===== src/rtl/cache_line_fill_ctrl.sv =====
// ---------------------------------------------------------------------------
// cache_line_fill_ctrl
//
// Purpose:
//   Services one cache miss at a time for the 4-way x 512-segment data array.
//   It reads the victim line and its dirty bit. If the line is dirty it writes
//   it back to memory. It then fetches the new line and full-writes it into
//   the array at the victim position.
//
// Ports:
//   main_clk, main_rst_n     clock, asynchronous active-low reset
//   miss_*                   miss request from tag/hit logic (valid/ready)
//   fill_done, busy          completion pulse / stall indication
//   arr_*                    data-array control, write data, read data, dirty
//   mem_wr_*                 writeback request to memory (valid/ready)
//   mem_rd_*                 fetch request to memory (valid/ready)
//   mem_rsp_*                fetch response, one beat per accepted fetch
//   dbg_state                current FSM state, for checkers and debug
//
// Handshakes: a transfer happens on a rising clock edge where valid and ready
// are both high. Once valid is raised, the address and data stay stable until
// that edge. Valid never depends on ready.
// ---------------------------------------------------------------------------
module cache_line_fill_ctrl #(
   parameter int LINE_ADDR_W = 26,
   parameter int RD_LAT      = 2
) (
   input  logic                   main_clk,
   input  logic                   main_rst_n,
   input  logic                   miss_valid,
   output logic                   miss_ready,
   input  logic [8:0]             miss_segment,
   input  logic [1:0]             miss_way,
   input  logic [LINE_ADDR_W-1:0] miss_line_addr,
   input  logic [LINE_ADDR_W-1:0] victim_line_addr,
   output logic                   fill_done,
   output logic                   busy,
   output logic [8:0]             arr_segment,
   output logic [1:0]             arr_way_read,
   output logic [1:0]             arr_way_write,
   output logic                   arr_full_write,
   output logic [127:0]           arr_wdata,
   input  logic [127:0]           arr_rdata,
   input  logic                   arr_dirty,
   output logic                   mem_wr_valid,
   input  logic                   mem_wr_ready,
   output logic [LINE_ADDR_W-1:0] mem_wr_addr,
   output logic [127:0]           mem_wr_data,
   output logic                   mem_rd_valid,
   input  logic                   mem_rd_ready,
   output logic [LINE_ADDR_W-1:0] mem_rd_addr,
   input  logic                   mem_rsp_valid,
   input  logic [127:0]           mem_rsp_data,
   output logic [2:0]             dbg_state
);

   typedef enum logic [2:0] {
      S_IDLE   = 3'd0,
      S_VREAD  = 3'd1,
      S_WB     = 3'd2,
      S_FETCH  = 3'd3,
      S_FWAIT  = 3'd4,
      S_FWRITE = 3'd5,
      S_DONE   = 3'd6
   } state_t;

   localparam logic [1:0] RD_LAT_C = RD_LAT[1:0];

   state_t                 state_q, state_d;
   logic [1:0]             cnt_q, cnt_d;
   logic [8:0]             seg_q, seg_d;
   logic [1:0]             way_q, way_d;
   logic [LINE_ADDR_W-1:0] miss_addr_q, miss_addr_d;
   logic [LINE_ADDR_W-1:0] victim_addr_q, victim_addr_d;
   logic [127:0]           vdata_q, vdata_d;
   logic [127:0]           wdata_q, wdata_d;

   // The array address is driven from the first VREAD cycle, so read data is
   // valid RD_LAT cycles later. That is the cycle in which cnt_q reaches RD_LAT.
   logic rd_sample;
   assign rd_sample = (state_q == S_VREAD) && (cnt_q == RD_LAT_C);

   // ---------------- state register ----------------
   always_ff @(posedge main_clk or negedge main_rst_n) begin
      if (!main_rst_n) begin
         state_q <= S_IDLE;
      end else begin
         state_q <= state_d;
      end
   end

   // ---------------- next-state logic ----------------
   always_comb begin
      state_d = state_q;
      case (state_q)
         S_IDLE:   if (miss_valid)    state_d = S_VREAD;
         S_VREAD:  if (rd_sample)     state_d = arr_dirty ? S_WB : S_FETCH;
         // The fetch is issued only after the writeback has been accepted. A
         // reused address therefore cannot read stale memory.
         S_WB:     if (mem_wr_ready)  state_d = S_FETCH;
         S_FETCH:  if (mem_rd_ready)  state_d = S_FWAIT;
         S_FWAIT:  if (mem_rsp_valid) state_d = S_FWRITE;
         S_FWRITE:                    state_d = S_DONE;
         S_DONE:                      state_d = S_IDLE;
         default:                     state_d = S_IDLE;
      endcase
   end

   // ---------------- datapath registers ----------------
   always_ff @(posedge main_clk or negedge main_rst_n) begin
      if (!main_rst_n) begin
         cnt_q         <= '0;
         seg_q         <= '0;
         way_q         <= '0;
         miss_addr_q   <= '0;
         victim_addr_q <= '0;
         vdata_q       <= '0;
         wdata_q       <= '0;
      end else begin
         cnt_q         <= cnt_d;
         seg_q         <= seg_d;
         way_q         <= way_d;
         miss_addr_q   <= miss_addr_d;
         victim_addr_q <= victim_addr_d;
         vdata_q       <= vdata_d;
         wdata_q       <= wdata_d;
      end
   end

   always_comb begin
      cnt_d         = cnt_q;
      seg_d         = seg_q;
      way_d         = way_q;
      miss_addr_d   = miss_addr_q;
      victim_addr_d = victim_addr_q;
      vdata_d       = vdata_q;
      wdata_d       = wdata_q;
      case (state_q)
         S_IDLE: begin
            // Request fields are captured only on acceptance. Requests made
            // while busy have no effect.
            if (miss_valid) begin
               seg_d         = miss_segment;
               way_d         = miss_way;
               miss_addr_d   = miss_line_addr;
               victim_addr_d = victim_line_addr;
               cnt_d         = '0;
            end
         end
         S_VREAD: begin
            cnt_d = cnt_q + 2'd1;
            if (rd_sample) begin
               vdata_d = arr_rdata;
            end
         end
         S_FWAIT: begin
            if (mem_rsp_valid) begin
               wdata_d = mem_rsp_data;
            end
         end
         default: ;
      endcase
   end

   // ---------------- output logic ----------------
   always_comb begin
      miss_ready     = (state_q == S_IDLE);
      busy           = (state_q != S_IDLE) && (state_q != S_DONE);
      fill_done      = (state_q == S_DONE);
      arr_segment    = busy ? seg_q : '0;
      arr_way_read   = (state_q == S_VREAD) ? way_q : '0;
      arr_way_write  = (state_q == S_FWRITE) ? way_q : '0;
      arr_full_write = (state_q == S_FWRITE);
      arr_wdata      = wdata_q;
      mem_wr_valid   = (state_q == S_WB);
      mem_wr_addr    = (state_q == S_WB) ? victim_addr_q : '0;
      mem_wr_data    = (state_q == S_WB) ? vdata_q : '0;
      mem_rd_valid   = (state_q == S_FETCH);
      mem_rd_addr    = (state_q == S_FETCH) ? miss_addr_q : '0;
      dbg_state      = state_q;
   end

endmodule


===== config.mk =====
export PLATFORM = sky130hd
export DESIGN_NAME = cache_line_fill_ctrl
export DESIGN_NICKNAME = d
export VERILOG_FILES = /design/src/rtl/cache_line_fill_ctrl.sv
export SDC_FILE = /design/constraint.sdc
export NUM_CORES = 1
export LEC_CHECK = 0
export ABC_CLOCK_PERIOD_IN_PS = 2140
export BUFFER_PORTS_ARGS = -buffer_cell sky130_fd_sc_hd__buf_2
export CORE_AREA = 8 8 247 249
export DETAILED_ROUTE_END_ITERATION = 12
export DIE_AREA = 0 0 255 257
export GPL_TIMING_DRIVEN = 1
export PLACE_DENSITY_LB_ADDON = 0.08
export REMOVE_ABC_BUFFERS = 1
export SLEW_MARGIN = 20
export SYNTH_ARGS = -nofsm -noshare
export SYNTH_HDL_FRONTEND = slang
export SYNTH_SLANG_ARGS = --single-unit

===== constraint.sdc =====
create_clock -name main_clk -period 2.14 [get_ports main_clk]
set_input_delay 0.321 -clock main_clk [delete_from_list [all_inputs] [get_ports main_clk]]
set_output_delay 0.321 -clock main_clk [all_outputs]
set_load 0.01 [all_outputs]

# Word-level counts from Yosys, hierarchy flattened
# Cells that the tools add are included.
totals:
  ff_bits: 324
  latchBits: 0
  ramBits: 0
  mem_bits_ro: 0
  memories: 0
classes:
  n_addsub: 1
  n_mul: 0
  n_div: 0
  magnitude_cmp: 0
  eq_ne: 13
  shifts: 0
  muxes: 15
  n_bitwise: 0
  n_reduce_logical: 10
ops:
  columns: ["cell", "n"]
  rows:
  - ["two-way mux 128 bit", 1]
  - ["two-way mux 26 bit", 2]
  - ["one-hot mux 3 bit (6 select lines)", 1]
  - ["two-way mux 3 bit", 5]
  - ["== test 3 bit, second input constant", 3]
  - ["two-way mux 9 bit", 1]
  - ["AND reduction 2 bit", 4]
  - ["== test 3 x 2 -> 1 bit, second input constant", 2]
  - ["two-way mux 2 bit", 3]
  - ["!= test 2 bit, second input constant", 3]
  - ["AND reduction 5 bit", 1]
  - ["!= test 2 x 1 -> 1 bit, second input constant", 2]
  - ["one-hot mux 2 bit (2 select lines)", 1]
  - ["== test 3 x 1 -> 1 bit, second input constant", 1]
  - ["logical NOT 3 bit", 1]
  - ["!= test 3 bit, second input constant", 1]
  - ["nonzero test 3 bit", 1]
  - ["adder 2 x 1 -> 2 bit, second input constant", 1]
  - ["== test 2 bit, second input constant", 1]
  - ["logical AND 1 bit", 2]
  - ["nonzero test 2 bit", 1]
  - ["two-way mux 1 bit", 1]

# Longest topological paths before layout
depth:
  depth_word: 4
  ltp_mapped: 6

# Worst setup path after synthesis
# Ideal clock, no wire load.
synth_timing:
  path_type: "reg2out"
  start: "register state_q[2] (netlist: dbg_state[2])"
  end: "output port mem_wr_addr[10]"
  arrival_time_ps: 1382
  required_ps: 1819
  path_slack_ps: 437
  path_stages_with_launch: 6
  path_buffers: 2
  cell_sequence: "dfrtp_1 -> and2b_1 -> nor2b_1 -> buf_2 -> clkbuf_1 -> and2_1"
synth_between:
  elab_chain_len: 2
synth_rtl:
  columns: ["element", "line_no", "rtl"]
  rows:
  - ["start, declared", "69", "state_t state_q, state_d;"]
  - ["start signal, assigned", "88", "state_q <= state_d;"]
  - ["== test 3 x 2 -> 1 bit", "176", "mem_wr_addr = (state_q == S_WB) ? victim_addr_q : '0;"]
  - ["two-way mux 26 bit", "176", null]
  - ["end, declared", "47", "output logic [LINE_ADDR_W-1:0] mem_wr_addr,"]
# No other way between the ends.

# Final worst setup path
layout_timing:
  start: "register state_q[2] (netlist: dbg_state[2])"
  end: "output port mem_wr_data[88]"
layout_between:
  elab_chain_len: 2
layout_rtl:
  columns: ["element", "line_no", "rtl"]
  rows:
  - ["== test 3 x 2 -> 1 bit", "177", "mem_wr_data = (state_q == S_WB) ? vdata_q : '0;"]
  - ["two-way mux 128 bit", "177", null]
  - ["end, declared", "48", "output logic [127:0] mem_wr_data,"]
# No other way between the ends.

==> impl_summary.log <==
INFO  metric failing_checks = negative setup slack
INFO  metric grt_antenna_before_repair = 2
INFO  metric viasPerCell = 4.12
INFO  metric avgSynthCellArea = 14.8 um2
INFO  metric grt_first_pass_wirelength = 83,200 um
INFO  metric pwr_density_cell = 1280 nW/um2
INFO  metric global_route.usage.total = 16.5%
INFO  metric area.growth.synth_to_final = 71.7%
INFO  metric path_max_fanout = 8
INFO  metric relSlewSlack = 68.2%
INFO  metric wire_per_inst = 20.4 um
INFO  metric syn_area = 13,800 um2
INFO  metric clk_skew = 19.6 ps
INFO  metric floorplan.die_area = 65,500 um2
INFO  metric critical_path.top_delay_family = simple AND/OR/NAND/NOR gates
INFO  metric layout_setup_ws = -242 ps
INFO  metric synth_compound_gate_area_share = 0.508%
INFO  metric hpwlAfterDp = 40,800 um
INFO  metric total_power = 30,300 uW
INFO  metric final_net_count = 2,269
INFO  metric period_needed = 2380 ps
INFO  metric globalRoute.totalOverflow = 0
INFO  metric layout.cells.most_common = sky130_fd_sc_hd__buf_2
INFO  metric sw_frac_of_total = 32.2%
INFO  metric synth_xor_xnor_area_share = 0%
INFO  metric p_int = 20,600 uW
INFO  metric power.switching = 9780 uW
INFO  metric drt_iter0_markers = 331
INFO  metric critical_path.endpoint_type = output port
INFO  metric min-delay-path-class = input port to register
INFO  metric design.core.area = 57,000 um2
INFO  metric cpPeakStageDelay = 370 ps
INFO  metric worst_ir_drop_vdd = 0.000708 V
INFO  metric fp.dieH = 257 um
INFO  metric finalCritPeriodShare = 111%
INFO  metric leakage = 0.0116 uW
INFO  metric cts-root-buf = sky130_fd_sc_hd__clkbuf_16
INFO  metric mostFrequentLayoutCells = sky130_fd_sc_hd__buf_2, sky130_fd_sc_hd__dfrtp_1, sky130_fd_sc_hd__dlygate4sd3_1
INFO  metric yosys.area_share.adder = 0.0908%
INFO  metric synth_top_area_share = 58.8%
INFO  metric share_of_cells_above_drive_strength_1 = 56.8%
INFO  metric total_number_of_vias = 11,278
INFO  metric cts_buffer_depth = 3
INFO  metric yosys.area_share.simple = 9.63%
INFO  metric worstSetupStartpointType = register
INFO  metric yosysWarningCount = 0
INFO  metric finalHoldViolations = 0
INFO  metric drtAntennaViolNets = 0
INFO  metric cts_num_sinks = 324
INFO  metric finalCoreUtilization = 41.5%
INFO  metric core.rowCount = 88
INFO  metric arrival = 2060 ps
INFO  metric postPlaceCellArea = 18,100 um2
INFO  metric netlist.top_cell.by_area = sky130_fd_sc_hd__dfrtp_1
INFO  metric final-instance-count-excl-fill = 2,737
INFO  metric multi_input_comb_area = 5450 um2
INFO  metric cp.required = 1820 ps
INFO  metric dp_cells = 2,325
INFO  metric worstPathCellList = and2b_2, nor2b_4, buf_12, buf_4, and2_1, buf_2
INFO  metric die-width = 255 um
INFO  metric vias_in_the_first_global_route = 13,020
INFO  metric power.share.clock = 22.8%
INFO  metric worst-setup-path-type = register to output port
INFO  metric drc_errors = 0
INFO  metric pre_cts_slack = 195 ps
INFO  metric largest_net_degree_at_the_start_of_global_routing = 59
INFO  metric rsz0062_at_grt = true
INFO  metric cap_violations = 0
INFO  metric io-pin-count = 656
INFO  metric crit_slowest_cell = sky130_fd_sc_hd__dfrtp_1
INFO  metric synth_cells = 931
INFO  metric place.port_buffers = 655
INFO  metric wirelength = 55,800 um
INFO  metric dr.pass1.iters = 4
INFO  metric share_seq_of_total_power = 35.6%
INFO  metric timing.final.max_slew_violations = 0
INFO  metric finish.instance_area = 23,700 um2
INFO  metric tritoncts = built
INFO  metric synth.yosys.seq_area_share = 58.8%
INFO  metric clk_pin_slew_worst_paths = 60 ps
INFO  metric dominant_cells_by_area_after_synthesis = sky130_fd_sc_hd__dfrtp_1, sky130_fd_sc_hd__mux2_2, sky130_fd_sc_hd__and2_1
INFO  metric floorplan.initialDensity = 24.2%
INFO  metric critPathBufInv = 3
INFO  metric synth.distinct_cells = 27
INFO  metric gp_congestion = 0.806
INFO  metric worst_pin_slew = 477 ps
INFO  metric fmax = 0.420 GHz
INFO  metric worst_skew_pair.late_latency = 550 ps
INFO  metric outcome = finished with violations
INFO  metric yosys_register_bits = 324
INFO  metric muxShareOfSynthArea = 27.8%
INFO  metric comb_power_share = 41.6%
INFO  metric synth_top_family_by_area = multiplexers
INFO  metric cts_htree_levels = 2
INFO  metric setup_viol_count_final = 181
INFO  metric cts-buffers-inserted = 42
INFO  metric seqCellArea = 8110 um2
INFO  metric fill_cell_total_of_the_finished_layout = 5,545
==> cells by family after synthesis <==
family / after synthesis
mux: 320
flops: 324
buf+inv: 63
simple gates: 212
compound gates: 11
fa+ha+maj: 1
==> per-stage QoR <==
step / hold WS, ps / TNS, ps
finish: 46.5 / -31670
global route: 15.1 / -54950
CTS: 1.92 / -44580
detailed placement: 287 / 0
global placement: 289 / 0
floorplan: 25.4 / -1448060
==> timing repair <==
| action | CTS | global route |
|---|---|---|
| cloned | 12 | 1 |
| setup buffers | 14 | 1 |
| resized for setup | 135 | 46 |
| endpoints found under the setup margin | 195 | 203 |
| pin swaps | 21 | 29 |
| hold endpoints to repair | 350 | 0 |
| hold buffers | 312 | 0 |
==> power by group through the flow <==
| stage | registers [uW] | clock network, uW | logic [uW] |
|---|---|---|---|
| finish | 10800 | 6920 | 12600 |
| global route | 11200 | 7460 | 13600 |
| CTS | 10800 | 7210 | 12700 |
| detailed placement | 10800 | 0 | 10800 |
| global placement | 10800 | 0 | 10700 |
| floorplan | 11000 | 0 | 5720 |
==> path summary, 6_finish.rpt <==
kind / slack, ps / start / to / cells after the start
setup / recovery: -240 / dbg_state[2] / mem_wr_data[88] / 6
hold / removal: 50 / arr_rdata[123] / vdata_q[123] / 2
setup reg to reg: 50 / dbg_state[0] / victim_addr_q[0] / 6
hold reg to reg: 480 / vdata_q[64] / vdata_q[64] / 1
max in group asynchronous: 1040 / main_rst_n / dbg_state[1] / 3
min in group asynchronous: 290 / main_rst_n / vdata_q[95] / 2
==> synth_stat cells, drive strengths merged <==
master and n:
a31o 1, o2bb2ai 1, o211ai 1, nor3 3, and2 158, o21ai 5
nor2 2, nor2b 11, clkbuf 21, nand2 5, mux2 319, and3 29
and3b 2, mux2i 1, a21oi 1, o21a 1, buf 40, o31ai 1
ha 1, nand3b 1, inv 2, dfrtp 324, and2b 1
==> sequential cells by signal (all words and copies together) (netlist names) <==
| register | flops |
|---|---|
| arr_wdata | 128 |
| vdata_q | 128 |
| miss_addr_q | 26 |
| victim_addr_q | 26 |
| seg_q | 9 |
| dbg_state | 3 |
| cnt_q | 2 |
| way_q | 2 |
==> area by class of cell <==
cell class | count | share of cell area [%]
sequential | 324 | 34.3
clock inverter | 11 | 0.418
clock buffer | 62 | 5.31
timing repair buffer | 1028 | 32.9
antenna | 1 | 0.0106
inverter | 2 | 0.0317
tap | 765 | 4.04
multi-input combinational | 544 | 23.0
==> per-layer routing <==
metal	GRT usage [%]	routed length, um	up-vias
met5	0	13	-
met2	28.8	27900	419
met4	4.50	1310	2
li1	-	-	5211
met1	19.1	21700	5566
met3	5.59	4850	80
No activity file was read; power rests on OpenSTA's default activity.
